File: config.mk
export PLATFORM = sky130hd
export DESIGN_NAME = branch_resolve_flat
export DESIGN_NICKNAME = d
export VERILOG_FILES = /design/src/rtl/branch_resolve_if.sv /design/src/rtl/branch_resolve.sv /design/src/flat_wrapper.sv
export SDC_FILE = /design/constraint.sdc
export NUM_CORES = 1
export LEC_CHECK = 0
export ABC_AREA = 0
export BUFFER_PORTS_ARGS = -buffer_cell sky130_fd_sc_hd__buf_2
export CAP_MARGIN = 0
export CORE_MARGIN = 5
export CORE_UTILIZATION = 57
export CTS_CLUSTER_DIAMETER = 100
export DETAILED_ROUTE_END_ITERATION = 7
export PLACE_DENSITY = 0.92
export SKIP_LAST_GASP = 1
export SYNTH_ARGS = -nofsm -noshare
export SYNTH_HDL_FRONTEND = slang
export SYNTH_SLANG_ARGS = --single-unit
export TNS_END_PERCENT = 5
File: constraint.sdc
create_clock -name clk -period 5 [get_ports clk]
set_input_delay 0.5 -clock clk [delete_from_list [all_inputs] [get_ports clk]]
set_output_delay 0.5 -clock clk [all_outputs]
set_load 0.01 [all_outputs]
File: src/rtl/branch_resolve_if.sv
// Handshake, resolution-result and prediction-lookup signals for the branch_resolve stage.
// The master side drives execute beats and fetch lookups. The slave side is the resolve stage.
interface branch_resolve_if;
   logic        in_valid;
   logic        in_ready;
   logic [31:0] in_pc;
   logic [31:0] in_imm;
   logic [31:0] in_rs1;
   logic [1:0]  in_kind;
   logic        in_pred_taken;
   logic        cmp_result;
   logic        out_valid;
   logic        out_ready;
   logic [31:0] out_link;
   logic        out_misaligned;
   logic        redirect;
   logic [31:0] redirect_pc;
   logic [31:0] lookup_pc;
   logic        lookup_taken;

   modport master (
      output in_valid, in_pc, in_imm, in_rs1, in_kind, in_pred_taken, cmp_result,
      output out_ready, lookup_pc,
      input  in_ready, out_valid, out_link, out_misaligned, redirect, redirect_pc,
      input  lookup_taken
   );

   modport slave (
      input  in_valid, in_pc, in_imm, in_rs1, in_kind, in_pred_taken, cmp_result,
      input  out_ready, lookup_pc,
      output in_ready, out_valid, out_link, out_misaligned, redirect, redirect_pc,
      output lookup_taken
   );
endinterface

File: src/rtl/branch_resolve.sv
// Execute-stage branch resolution: resolves the taken/target decision, pulses redirect on mispredict.
// Defining BRANCH_RESOLVE_BHT_EN adds a 2-bit-counter branch history table for fetch lookups.
module branch_resolve #(
   parameter int unsigned BHT_ENTRIES = 16
) (
   input  logic            clk,
   input  logic            reset,
   branch_resolve_if.slave br
);

   localparam logic [1:0] KIND_NONE = 2'b00;
   localparam logic [1:0] KIND_BR   = 2'b01;
   localparam logic [1:0] KIND_JAL  = 2'b10;
   localparam logic [1:0] KIND_JALR = 2'b11;

   logic        out_valid_q;
   logic [31:0] out_link_q;
   logic        out_misaligned_q;
   logic        redirect_q;
   logic [31:0] redirect_pc_q;

   logic        accept;
   logic        resolve;
   logic [31:0] link;
   logic [31:0] pc_target;
   logic [31:0] jalr_sum;
   logic [31:0] target;
   logic        taken;
   logic        mispredict;
   logic        misaligned;
   logic        redirect_d;

   assign br.in_ready = !out_valid_q || br.out_ready || redirect_q;
   assign accept      = br.in_valid && br.in_ready;
   // A beat accepted while redirect is high came from the wrong path and is dropped.
   assign resolve     = accept && !redirect_q;

   assign link      = br.in_pc + 32'd4;
   assign pc_target = br.in_pc + br.in_imm;
   assign jalr_sum  = br.in_rs1 + br.in_imm;

   // NOTE: every always_comb output gets a default first so no path leaves it unassigned (no latch).
   always_comb begin
      taken      = 1'b0;
      mispredict = 1'b0;
      target     = link;
      case (br.in_kind)
         KIND_BR: begin
            taken      = br.cmp_result;
            mispredict = br.cmp_result != br.in_pred_taken;
            if (br.cmp_result) target = pc_target;
         end
         KIND_JAL: begin
            taken      = 1'b1;
            mispredict = 1'b1;
            target     = pc_target;
         end
         KIND_JALR: begin
            taken      = 1'b1;
            mispredict = 1'b1;
            target     = {jalr_sum[31:1], 1'b0};
         end
         default: ;
      endcase
      misaligned = taken && target[1];
      redirect_d = mispredict && !misaligned;
   end

   // NOTE: state registers use <= so every flop samples pre-edge values regardless of statement order.
   always_ff @(posedge clk or negedge reset) begin
      if (!reset) begin
         out_valid_q      <= 1'b0;
         out_link_q       <= '0;
         out_misaligned_q <= 1'b0;
         redirect_q       <= 1'b0;
         redirect_pc_q    <= '0;
      end else begin
         redirect_q <= 1'b0;
         if (resolve) begin
            out_valid_q      <= 1'b1;
            out_link_q       <= link;
            out_misaligned_q <= misaligned;
            redirect_q       <= redirect_d;
            redirect_pc_q    <= target;
         end else if (br.out_ready) begin
            out_valid_q <= 1'b0;
         end
      end
   end

   assign br.out_valid      = out_valid_q;
   assign br.out_link       = out_link_q;
   assign br.out_misaligned = out_misaligned_q;
   assign br.redirect       = redirect_q;
   assign br.redirect_pc    = redirect_pc_q;

`ifdef BRANCH_RESOLVE_BHT_EN
   localparam int unsigned IDX_W = $clog2(BHT_ENTRIES);

   logic [1:0]       bht [BHT_ENTRIES];
   logic [IDX_W-1:0] upd_idx;
   logic             unused_lookup;

   assign upd_idx = br.in_pc[2 +: IDX_W];

   // NOTE: the table is a small flop array, so it is reset (weakly not-taken) rather than left as RAM.
   always_ff @(posedge clk or negedge reset) begin
      if (!reset) begin
         for (int i = 0; i < int'(BHT_ENTRIES); i++) bht[i] <= 2'b01;
      end else if (resolve && br.in_kind == KIND_BR) begin
         if (br.cmp_result && bht[upd_idx] != 2'b11)
            bht[upd_idx] <= bht[upd_idx] + 2'b01;
         else if (!br.cmp_result && bht[upd_idx] != 2'b00)
            bht[upd_idx] <= bht[upd_idx] - 2'b01;
      end
   end

   // Reading the flop array directly gives old-value semantics on a same-cycle update.
   assign br.lookup_taken = bht[br.lookup_pc[2 +: IDX_W]][1];
   assign unused_lookup   = ^br.lookup_pc;
`else
   logic unused_lookup;

   assign br.lookup_taken = 1'b0;
   assign unused_lookup   = (^br.lookup_pc) ^ (BHT_ENTRIES == 0);
`endif

endmodule

File: src/flat_wrapper.sv
// flat-port wrapper written by rule: the top's interface ports become plain ports
module branch_resolve_flat 
#(
   parameter int unsigned BHT_ENTRIES = 16
)
  (clk, reset, br_in_valid, br_in_pc, br_in_imm, br_in_rs1, br_in_kind, br_in_pred_taken, br_cmp_result, br_out_ready, br_lookup_pc, br_in_ready, br_out_valid, br_out_link, br_out_misaligned, br_redirect, br_redirect_pc, br_lookup_taken);
  branch_resolve_if br_i ();
  input  logic clk;
  input  logic reset;
  input wire logic [$bits(br_i.in_valid)-1:0] br_in_valid;
  input wire logic [$bits(br_i.in_pc)-1:0] br_in_pc;
  input wire logic [$bits(br_i.in_imm)-1:0] br_in_imm;
  input wire logic [$bits(br_i.in_rs1)-1:0] br_in_rs1;
  input wire logic [$bits(br_i.in_kind)-1:0] br_in_kind;
  input wire logic [$bits(br_i.in_pred_taken)-1:0] br_in_pred_taken;
  input wire logic [$bits(br_i.cmp_result)-1:0] br_cmp_result;
  input wire logic [$bits(br_i.out_ready)-1:0] br_out_ready;
  input wire logic [$bits(br_i.lookup_pc)-1:0] br_lookup_pc;
  output wire logic [$bits(br_i.in_ready)-1:0] br_in_ready;
  output wire logic [$bits(br_i.out_valid)-1:0] br_out_valid;
  output wire logic [$bits(br_i.out_link)-1:0] br_out_link;
  output wire logic [$bits(br_i.out_misaligned)-1:0] br_out_misaligned;
  output wire logic [$bits(br_i.redirect)-1:0] br_redirect;
  output wire logic [$bits(br_i.redirect_pc)-1:0] br_redirect_pc;
  output wire logic [$bits(br_i.lookup_taken)-1:0] br_lookup_taken;
  assign br_i.in_valid = br_in_valid;
  assign br_i.in_pc = br_in_pc;
  assign br_i.in_imm = br_in_imm;
  assign br_i.in_rs1 = br_in_rs1;
  assign br_i.in_kind = br_in_kind;
  assign br_i.in_pred_taken = br_in_pred_taken;
  assign br_i.cmp_result = br_cmp_result;
  assign br_i.out_ready = br_out_ready;
  assign br_i.lookup_pc = br_lookup_pc;
  assign br_in_ready = br_i.in_ready;
  assign br_out_valid = br_i.out_valid;
  assign br_out_link = br_i.out_link;
  assign br_out_misaligned = br_i.out_misaligned;
  assign br_redirect = br_i.redirect;
  assign br_redirect_pc = br_i.redirect_pc;
  assign br_lookup_taken = br_i.lookup_taken;
  branch_resolve #(.BHT_ENTRIES(BHT_ENTRIES)) u_core (.clk(clk), .reset(reset), .br(br_i));
endmodule
# Yosys cells after proc, flatten, opt, wreduce, memory -nomap -nowiden
# Index checks and enable logic that the tools add are counted.
# totals
output_inout_bits,69
regBits,67
# classes
n_reduce_logical,11
n_addsub,3
mux,7
n_eq_ne,4
# op_table
op,count
$pmux 32 s3,1
$add 32x32->32,2
$add 32x3->32 const B,1
$mux 32,1
$eq 2x2->1 const B,2
$logic_and 1x1->1,4
$pmux 1 s2,2
$logic_not 1->1,3
$mux 1,3
$eq 2x1->1 const B,1
$logic_or 1x1->1,2
$reduce_bool 2->1,1
$reduce_or 2->1,1
$ne 1x1->1,1

# Longest topological paths before layout
# Gate-level depths: netlist of the first run.
# depth
depth_word,7
mapped_depth,12
ltp_nobuf,12

# Worst setup path before layout of the first run
# No wires, ideal clock.
# synth_timing
kind,input-to-reg
start,in br_in_imm[0]
end,"reg u_core.redirect_pc_q[24], in the netlist u_core.br.redirect_pc[24]"
path_buffers,0
t_arrival_ps,2536
slack_ps,2338
setup_time_ps,126
cell_stages,12
path_cell_list,ha_1 -> inv_1 -> fa_1 -> nor2b_1 -> o31ai_2 -> a21o_1 -> and4b_1 -> o211ai_1 -> a41oi_1 -> xnor2_1 -> a221oi_1 -> nor2_1
# synth_via
elab_chain_len,3
elab_cells_between_ends,4
# synth_lines
item,line_no,rtl
from (decl),flat_wrapper.sv:12,input wire logic [$bits(br_i.in_imm)-1:0] br_in_imm;
$add 32x32->32,branch_resolve.sv:39,assign pc_target = br.in_pc + br.in_imm;
$mux 32,branch_resolve.sv:51,if (br.cmp_result) target = pc_target;
$pmux 32 s3 *,branch_resolve.sv:47,case (br.in_kind)
to (signal assigned),branch_resolve.sv:84,redirect_pc_q <= target;
to (decl),branch_resolve.sv:20,logic [31:0] redirect_pc_q;
# Every way passes the cells marked *; elsewhere a longest branch is shown, timed or not.
# A chain may end at the register's enable or synchronous reset.

# Worst setup path in the final report of the first run
# layout_timing
start,in br_in_imm[6]
end,"reg u_core.redirect_pc_q[31], in the netlist u_core.br.redirect_pc[31]"
# Same word-level chain as after synthesis.

==> results of run 1 <==
==> sequential cells by signal, summed over array words and instances (netlist names) <==
name and cells:
u_core.br.out_link 32, u_core.br.out_misaligned 1, u_core.br.out_valid 1, u_core.br.redirect 1, u_core.br.redirect_pc 32
==> cell usage after synthesis (15+ instances only) <==
master    instances  share of area, %
nand4_1          15               1.4
o21ai_0          86               6.3
nor3_1           15               1.1
nand2_1         113               6.3
xor2_1           30               3.9
xnor2_1          45               5.8
a21oi_1          83               6.1
dfrtp_1          67                25
nor2_1           64               3.5
clkbuf_1         25               1.4
inv_1            24               1.3
a21o_1           24               2.7
nand3_1          26               1.9
ha_1             62                11
==> where the power goes <==
group          switching, mW  leakage, nW  internal, mW
logic                  0.584         2.75         0.392
clock network          0.264        0.165         0.486
registers             0.0671        0.807         0.662
total                  0.915         3.73          1.54
==> cells by family after synthesis <==
| logic type | Yosys count |
|---|---|
| XOR/XNOR | 75 |
| buffers and inverters | 58 |
| multiplexers | 6 |
| adder cells (fa/ha/maj) | 64 |
| AO/OA/AOI/OAI | 306 |
| other | 1 |
| AND/OR/NAND/NOR | 288 |
| flip-flops | 67 |
==> cell type report <==
class | count | share of cell area, %
Tap cell | 143 | 2.22
Timing Repair Buffer | 177 | 11.2
Clock inverter | 7 | 1.44
Inverter | 24 | 1.12
Multi-Input combinational cell | 740 | 60.5
Clock buffer | 9 | 2.79
Sequential cell | 67 | 20.8
==> final timing paths <==
| path | startpoint | end | slack [ns] |
|---|---|---|---|
| worst max-delay path | br_in_imm[6] | u_core.br.redirect_pc[31]$_DFFE_PN0P_ | 2.01 |
| worst min-delay path | reset | u_core.br.redirect_pc[12]$_DFFE_PN0P_ | 0.13 |
| worst max register to register | u_core.br.redirect$_DFF_PN0_ | u_core.br.redirect_pc[29]$_DFFE_PN0P_ | 3.11 |
| worst min register to register | u_core.br.redirect_pc[4]$_DFFE_PN0P_ | u_core.br.redirect_pc[4]$_DFFE_PN0P_ | 0.46 |
| max in group asynchronous | reset | u_core.br.out_valid$_DFFE_PN0P_ | 3.89 |
| min in group clk | br_in_pc[0] | u_core.br.out_link[0]$_DFFE_PN0P_ | 0.39 |
==> per-layer routing <==
| metal | vias up | share of wire [%] |
|---|---|---|
| li1 | 3493 | - |
| met1 | 3412 | 41 |
| met2 | 454 | 45 |
| met3 | 75 | 11 |
| met4 | 0 | 2.9 |
| met5 | - | 0 |
==> through the flow <==
stage	instance area, um2	hold slack, ns
3_3_place_gp	7730	0.448
2_1_floorplan	6780	0.204
3_5_place_dp	7730	0.458
6_report	8080	0.126
5_1_grt	8080	0.152
4_1_cts	8080	0.131
==> metrics.md, run 1 <==
| Metric | Value |
|---|---|
| Rows | 39 |
| Global routing usage on met1 | roughly 40% |
| Dpl ws | 1.71 ns |
| Syn avg cell area | 7.84 um2 |
| CTS Buf Count | 9 |
| Delay of the slowest critical-path stage | 0.58 ns |
| Initial antenna violation count | 0 |
| Multi-input gate area in the final layout | 4890 um2 |
| Fin Setup TNS | 0 ns |
| Hold WC Path Type | in2async |
| Max Freq | 0.334 GHz |
| Slowest CP cell | nor3_1 |
| Critical path class | in2reg |
| Number of max-cap violations | 0 |
| Worst path buffer plus inverter count | 1 |
| CTS Buffer Depth | 2 |
| Met3 Usage GRT | 5.50% |
| H-tree depth | 3 |
| Syn Inst Count | 865 |
| Critical Path Sink Type | flip-flop |
| Post-Synth XOR/XNOR Area | about 9.7% |
| Die Width | approximately 120 um |
| PortBufs | 171 |
| Adder-Cell Fraction of Synth Area | 12.0% |
| Clk root buf | clkbuf_16 |
| Slew @ Worst Pin | 1.08 ns |
| Final net count | 1219 |
| Fin. Hold Viols | 0 |
| Most common cell after layout, fill and taps aside | buf_2 |
| RSZ-0062 raised after global routing | false |
| Yosys Warn Count | 0 |
| Maximum vdd drop | 0.206 mV |
| Max Fanout on Critical Path | 6 |
| First-pass GRT wire length | 34700 um |
| CP Cell Sequence | buf_2 > ha_1 > a21oi_1 > o21ai_0 > nor3_1 > a211oi_2 > o21a_1 > nor3_2 > mux2i_1 > o221ai_1 > o21a_1 |
| Latest clock arrival within the worst-skew pair | 0.34 ns |
| P&R area growth vs syn | 19.1% |
| Setup Skew | 0.00668 ns |
| Slew headroom | between 20 and 30% |
| Post_cts resized | 0 |
| Min Tclk post-route | 2.99 ns |
| Vias in the first global route | 7176 |
| Placed Cells | between 1k and 1.5k |
| Clock sink count | 67 |
| Top FF cell, synth | dfrtp_1 |
| Post-CTS Hold Buffers | 0 |
| Crit share post-route | 59.9% |
| Synthesized flop and latch total | between 60 and 70 |
| WL final | 21600 um |
| Commonest non-fill, non-tap cells in the layout | buf_2, nand2_1, o21ai_0, a21oi_1, dfrtp_1 |
| Final setup viols | 0 |
| Max Slew Vio Count | 0 |
| PD cells | roughly 300 nW/um2 |
| Synth Area in Simple Gates | 19.8% |
| Setup bufs post-CTS | 0 |
| Initial Util | 58.7% |
| Drt wl/cell | 18.5 um |
| Largest net degree at the start of global routing | 99 |
| CTS tree | yes |
| Die area | 14200 um2 |
| # IOs | 205 |
| Fin util | a little over two thirds |
| Fraction of layout cells with a size suffix above 1 | 21.6% |
| Leak pwr | ~3.7 nW |
| Complex-gate fraction of the synthesized area | 29.5% |
| Cell mode on critical path | o21a_1 |
| Synthesized cell area | 6780 um2 |
| Die Span Y | 119 um |
| Largest family of logic cells by synthesized area | compound AO/OA/AOI/OAI gates |
| Routed Antenna Nets | 0 |
| Async S/R FF share, synth | 100% |
| Reg area | 1680 um2 |
| R2R cell count | 5 |
| Initial DRC count | 849 |
| Syn Nets | 1065 |
| Multiplexer area fraction after synthesis | 0.885% |
| Final WS setup | 2.01 ns |
| Antenna Cells | 0 |
| TritonRoute pass-1 iters | 6 |
| Overflow after GRT | 0 |
| Routability Congestion | 0.963 |
| Number of synthesized flops with an enable pin | 0 |
| Vias per cell | 6.37 |
| Synth cell types | 70 |
| Final Total Pwr | 2.45 mW |
| Worst path required time | ~5.2 ns |
| Vias | 7434 |
| Worst path depth | 11 |
| GRT Total Usage | between 20% and 30% |
| Grt met2 use | 47.8% |
| FILL cells | 954 |
| Core area | 11600 um2 |
| Worst-path clk slew | 0.06 ns |
| Seq/Total Area, Yosys | 24.7% |
| DRC viols | 0 |
| Worst path top cell family by delay | compound AO/OA/AOI/OAI gates |
| Worst Setup Start Kind | input pin |
| CP arrival | 3.23 ns |
| Most Used Layer, Global Route | met2 |
| HPWL after DPL | 16400 um |
| Fin cells | approximately 1.2k |
| Result of the run | completed |
No activity file was read; power rests on OpenSTA's default activity.
==> run 2: changes to the inputs <==
- CORE_UTILIZATION: 57 -> 53
- PLACE_DENSITY: 0.92 -> 0.87
- clock period: 5 -> 2.9 ns (I/O delays scaled with it)
==> metrics.md, run 2 (synthesis gave the netlist of run 1 again) <==
| Metric | Value |
|---|---|
| Result of the run | completed |
| Vias in the first global route | between 7k and 8k |
| CTS Buffer Depth | 2 |
| Crit share post-route | 91.1% |
| Comb pwr share | 42.0% |
| Sequential share of power | 30.3% |
| Number of max-cap violations | 0 |
| CP arrival | ~2.8 ns |
| Max Freq | approximately 0.38 GHz |
| Worst path buffer plus inverter count | 3 |
| TritonRoute pass-1 iters | 6 |
| Initial DRC count | roughly 840 |
| Most common cell after layout, fill and taps aside | buf_2 |
| Clk root buf | clkbuf_16 |
| Fraction of layout cells with a size suffix above 1 | 24.7% |
| Cell mode on critical path | buf_4 |
| Min Tclk post-route | 2.64 ns |
| Slew headroom | just over 50% |
| Fin util | 67.1% |
| PD cells | 496 nW/um2 |
| H-tree depth | 3 |
| Max Slew Vio Count | 0 |
| Post-CTS Hold Buffers | 0 |
| Drt wl/cell | 18.2 um |
| Worst path top cell family by delay | compound AO/OA/AOI/OAI gates |
| Overflow after GRT | 0 |
| Latest clock arrival within the worst-skew pair | 0.34 ns |
| Clock sink count | 67 |
| Largest net degree at the start of global routing | 87 |
| Fin cells | 1241 |
| Slew @ Worst Pin | 0.724 ns |
| Initial Util | 54.0% |
| CP Cell Sequence | buf_2 > ha_1 > and2_2 > o32ai_2 > buf_4 > or4_4 > a211oi_2 > o21a_1 > nor3_2 > buf_4 > o31ai_1 > o311ai_2 |
| Post_cts resized | 0 |
| HPWL after DPL | 17600 um |
| R2R Setup Slk | between 1 and 1.5 ns |
| Max Fanout on Critical Path | 3 |
| Psw | 1.62 mW |
| Clock share of power | between 20 and 30% |
| Critical path class | in2reg |
| Routed Antenna Nets | 0 |
| Worst Setup Start Kind | input pin |
| R2R cell count | 7 |
| Rows | 41 |
| Worst hold slack | between 0.005 and 0.006 ns |
| Maximum vdd drop | between 0.2 and 0.3 mV |
| Final setup viols | 0 |
| Core area | 12600 um2 |
| Initial antenna violation count | 0 |
| Setup bufs post-CTS | 0 |
| DRC viols | 0 |
| Worst-path clk slew | 0.06 ns |
| Vias per cell | between 6 and 7 |
| First-pass GRT wire length | 35300 um |
| Die Span Y | ~120 um |
| Critical Path Sink Type | flip-flop |
| GRT Total Usage | 29.5% |
| Routability Congestion | 0.974 |
| Slowest CP cell | or4_4 |
| FILL cells | 1052 |
| Worst path required time | 3.10 ns |
| P&R area growth vs syn | 24.3% |
| R2r endpoint | u_core.br.redirect_pc[24]$_DFFE_PN0P_ |
| CTS tree | yes |
| Fin. Hold Viols | 0 |
| RSZ-0062 raised after global routing | false |
| Commonest non-fill, non-tap cells in the layout | buf_2, nand2_1, o21ai_0, a21oi_1, dfrtp_1 |
| WL final | about 23000 um |
| Die area | 15200 um2 |
| # IOs | 205 |
| Critical path origin | br_in_imm[12] |
| Fin Setup TNS | 0 ns |
| Leak pwr | 3.94 nW |
| PortBufs | about 170 |
| Setup Skew | ~0.0043 ns |
| Switching Fraction | 38.8% |
| Hold WC Path Type | in2async |
| CTS Buf Count | 9 |
| Vias | 7510 |
| Internal power | 2.56 mW |
| Die Width | 123 um |
| Worst flop-to-flop path startpoint | u_core.br.out_valid$_DFFE_PN0P_ |
| Placed Cells | between 1k and 1.5k |
| Delay of the slowest critical-path stage | 0.52 ns |
| Final net count | 1263 |
## run 2: power groups by stage
stage	logic (mW)	clock network (mW)	registers, mW
floorplan	0.952	0	1.36
finish	1.76	1.16	1.27
global route	1.93	1.20	1.29
detailed placement	1.72	0	1.28
global placement	1.69	0	1.28
CTS	1.74	1.17	1.27
## run 2: area by class of cell
cell class                      instances  area [um2]  area share [%]
Timing Repair Buffer                  221        1260            14.9
Tap cell                              172         215            2.55
Clock inverter                          7        82.6           0.979
Sequential cell                        67        1680            19.9
Inverter                               24        90.1            1.07
Clock buffer                            9         225            2.67
Antenna cell                            1        2.50          0.0297
Multi-Input combinational cell        740        4890            57.9
## run 2: metrics by stage
stage / worst slack (ns) / power, mW / instance area (um2)
global placement: 0.0432 / 2.96 / 8120
finish: 0.259 / 4.18 / 8430
floorplan: 0.448 / 2.31 / 6780
global route: 0.157 / 4.42 / 8430
detailed placement: -0.0477 / 3.00 / 8120
CTS: 0.292 / 4.18 / 8430
## run 2: worst max path at each step
| stage | endpoint | depth (start not counted) |
|---|---|---|
| 4_1_cts | u_core.br.redirect_pc[29]$_DFFE_PN0P_ | 12 |
| 5_1_grt | u_core.br.redirect_pc[28]$_DFFE_PN0P_ | 14 |
| 3_5_place_dp | u_core.br.redirect_pc[29]$_DFFE_PN0P_ | 12 |
| 6_report | u_core.br.redirect_pc[29]$_DFFE_PN0P_ | 12 |
| 2_1_floorplan | u_core.br.redirect_pc[24]$_DFFE_PN0P_ | 12 |
| 3_3_place_gp | u_core.br.redirect_pc[29]$_DFFE_PN0P_ | 12 |
## run 2: metal layers
layer	routed length (um)	track usage [%]
met1	9520	40.2
met2	10500	48.1
met5	0	0
met4	498	8.44
met3	2040	4.99
==> run 3: changes to the inputs <==
--- a/config.mk
+++ b/config.mk
@@ -11,6 +11,6 @@
 export CORE_MARGIN = 5
-export CORE_UTILIZATION = 53
+export CORE_UTILIZATION = 57
 export CTS_CLUSTER_DIAMETER = 100
 export DETAILED_ROUTE_END_ITERATION = 7
-export PLACE_DENSITY = 0.87
+export PLACE_DENSITY = 0.92
 export SKIP_LAST_GASP = 1
==> constraint.sdc (replaced) <==
create_clock -name clk -period 3.1 [get_ports clk]
set_input_delay 0.155 -clock clk [delete_from_list [all_inputs] [get_ports clk]]
set_output_delay 0.155 -clock clk [all_outputs]
set_load 0.01 [all_outputs]
==> metrics.md, run 3 (synthesis gave the netlist of run 1 again) <==
| Metric | Value |
|---|---|
| Result of the run | completed |
| Initial antenna violation count | 0 |
| H-tree depth | 3 |
| PortBufs | 171 |
| Initial Util | 58.7% |
| Final net count | about 1.2k |
| Dpl ws | between 0.2 and 0.25 ns |
| Cell mode on critical path | o21a_1 |
| # IOs | 205 |
| CP Cell Sequence | buf_2 > ha_1 > nand4_1 > nor2_1 > a21oi_1 > a211oi_2 > o21a_1 > nor3_2 > mux2i_1 > o221ai_1 > o21a_1 |
| RSZ-0062 raised after global routing | false |
| HPWL after DPL | 16600 um |
| PD cells | between 400 and 500 nW/um2 |
| Max Fanout on Critical Path | 6 |
| Worst hold slack | 0.0470 ns |
| P&R area growth vs syn | 19.7% |
| Worst path required time | ~3.3 ns |
| GRT Total Usage | a little under a third |
| Antenna Cells | 0 |
| Commonest non-fill, non-tap cells in the layout | buf_2, nand2_1, o21ai_0, a21oi_1, dfrtp_1 |
| Final Total Pwr | 3.89 mW |
| Slew headroom | 38.1% |
| Largest net degree at the start of global routing | 95 |
| Max Freq | between 0.3 and 0.4 GHz |
| Routability Congestion | 1.02 |
| WL final | 21700 um |
| Final setup viols | 0 |
| Latest clock arrival within the worst-skew pair | 0.34 ns |
| Maximum vdd drop | 0.288 mV |
| Clock sink count | 67 |
| Rows | 39 |
| Max Slew Vio Count | 0 |
| Core area | between 10000 and 15000 um2 |
| Most common cell after layout, fill and taps aside | buf_2 |
| Critical path class | in2reg |
| CTS Buf Count | 9 |
| Clk root buf | clkbuf_16 |
| Vias | around 7.4k |
| CTS Buffer Depth | 2 |
| Min Tclk post-route | 2.58 ns |
| Number of max-cap violations | 0 |
| First-pass GRT wire length | 34900 um |
| Setup Skew | 0.00761 ns |
| Worst Setup Start Kind | input pin |
| R2R Setup Slk | between 1 and 1.5 ns |
| Fin. Hold Viols | 0 |
| Drt wl/cell | roughly 18 um |
| Worst path buffer plus inverter count | 1 |
| Delay of the slowest critical-path stage | 0.58 ns |
| TritonRoute pass-1 iters | 8 |
| Vias in the first global route | 7106 |
| Worst path top cell family by delay | compound AO/OA/AOI/OAI gates |
| Critical Path Sink Type | flip-flop |
| Fraction of layout cells with a size suffix above 1 | 22.0% |
| Leak pwr | 3.76 nW |
| Die Span Y | 119 um |
| Worst-path clk slew | 0.06 ns |
| CP arrival | 2.81 ns |
| Overflow after GRT | 0 |
| Vias per cell | 6.31 |
| Routed Antenna Nets | 0 |
| Final WS setup | roughly 0.52 ns |
| Initial DRC count | approximately 980 |
| Slew @ Worst Pin | between 0.9 and 1 ns |
| CTS tree | yes |
| Hold WC Path Type | in2reg |
| Crit share post-route | 83.3% |
| Die Width | 119 um |
| Fin Setup TNS | 0 ns |
| Slowest CP cell | a21oi_1 |
| DRC viols | 0 |
| Die area | about 14000 um2 |
-- run 3: worst paths after layout --
kind / startpoint / end / depth (start not counted)
max: br_in_imm[8] / u_core.br.redirect_pc[31]$_DFFE_PN0P_ / 11
min: br_in_pc[0] / u_core.br.out_link[0]$_DFFE_PN0P_ / 3
max reg2reg: u_core.br.out_valid$_DFFE_PN0P_ / u_core.br.redirect_pc[27]$_DFFE_PN0P_ / 6
min reg2reg: u_core.br.redirect_pc[6]$_DFFE_PN0P_ / u_core.br.redirect_pc[6]$_DFFE_PN0P_ / 2
max in group asynchronous: reset / u_core.br.redirect$_DFF_PN0_ / 3
min in group asynchronous: reset / u_core.br.redirect_pc[17]$_DFFE_PN0P_ / 2
-- run 3: area by class of cell --
| cell class | instances | area, um2 |
|---|---|---|
| fillers | 937 | 3440 |
| well taps | 143 | 179 |
| multi-input cells | 740 | 4890 |
| inverters | 24 | 90.1 |
| clock inverters | 6 | 88.8 |
| flip-flops and latches | 67 | 1680 |
| repair buffers | 186 | 971 |
| clock buffers | 10 | 229 |
-- run 3: repair_timing --
item / 4_1_cts / 5_1_grt
setup buffers: 0 / 0
gates resized for setup: 0 / 0
hold endpoints to repair: 24 / 0
hold buffers: 1 / 0
-- run 3: per-layer routing --
metal	global-route usage (%)	share of wire (%)	up-vias	routed length, um
li1	-	-	3508	-
met1	39.7	41	3362	8800
met2	48.3	45	484	9720
met3	7.44	12	70	2590
met4	9.99	2.8	0	606
met5	0	0	-	0
-- run 3: power breakdown --
| part | internal [mW] | switching [mW] |
|---|---|---|
| Combinational | 0.638 | 0.941 |
| Sequential | 1.07 | 0.111 |
| Clock | 0.706 | 0.427 |
| Total | 2.41 | 1.48 |
-- run 3: worst min-delay path: stages --
cell	delay [ns]
buf_2	0.10
nand2_1	0.05
nand2_1	0.05
-- run 3: metrics by stage --
stage          cell area (um2)  util, %  instances
4_1_cts                   8120     70.2       1176
3_5_place_dp              7790     67.4       1159
2_1_floorplan             6780        -        865
3_3_place_gp              7790     67.4       1159
5_1_grt                   8120     70.2       1176
6_report                  8120     70.2       1176
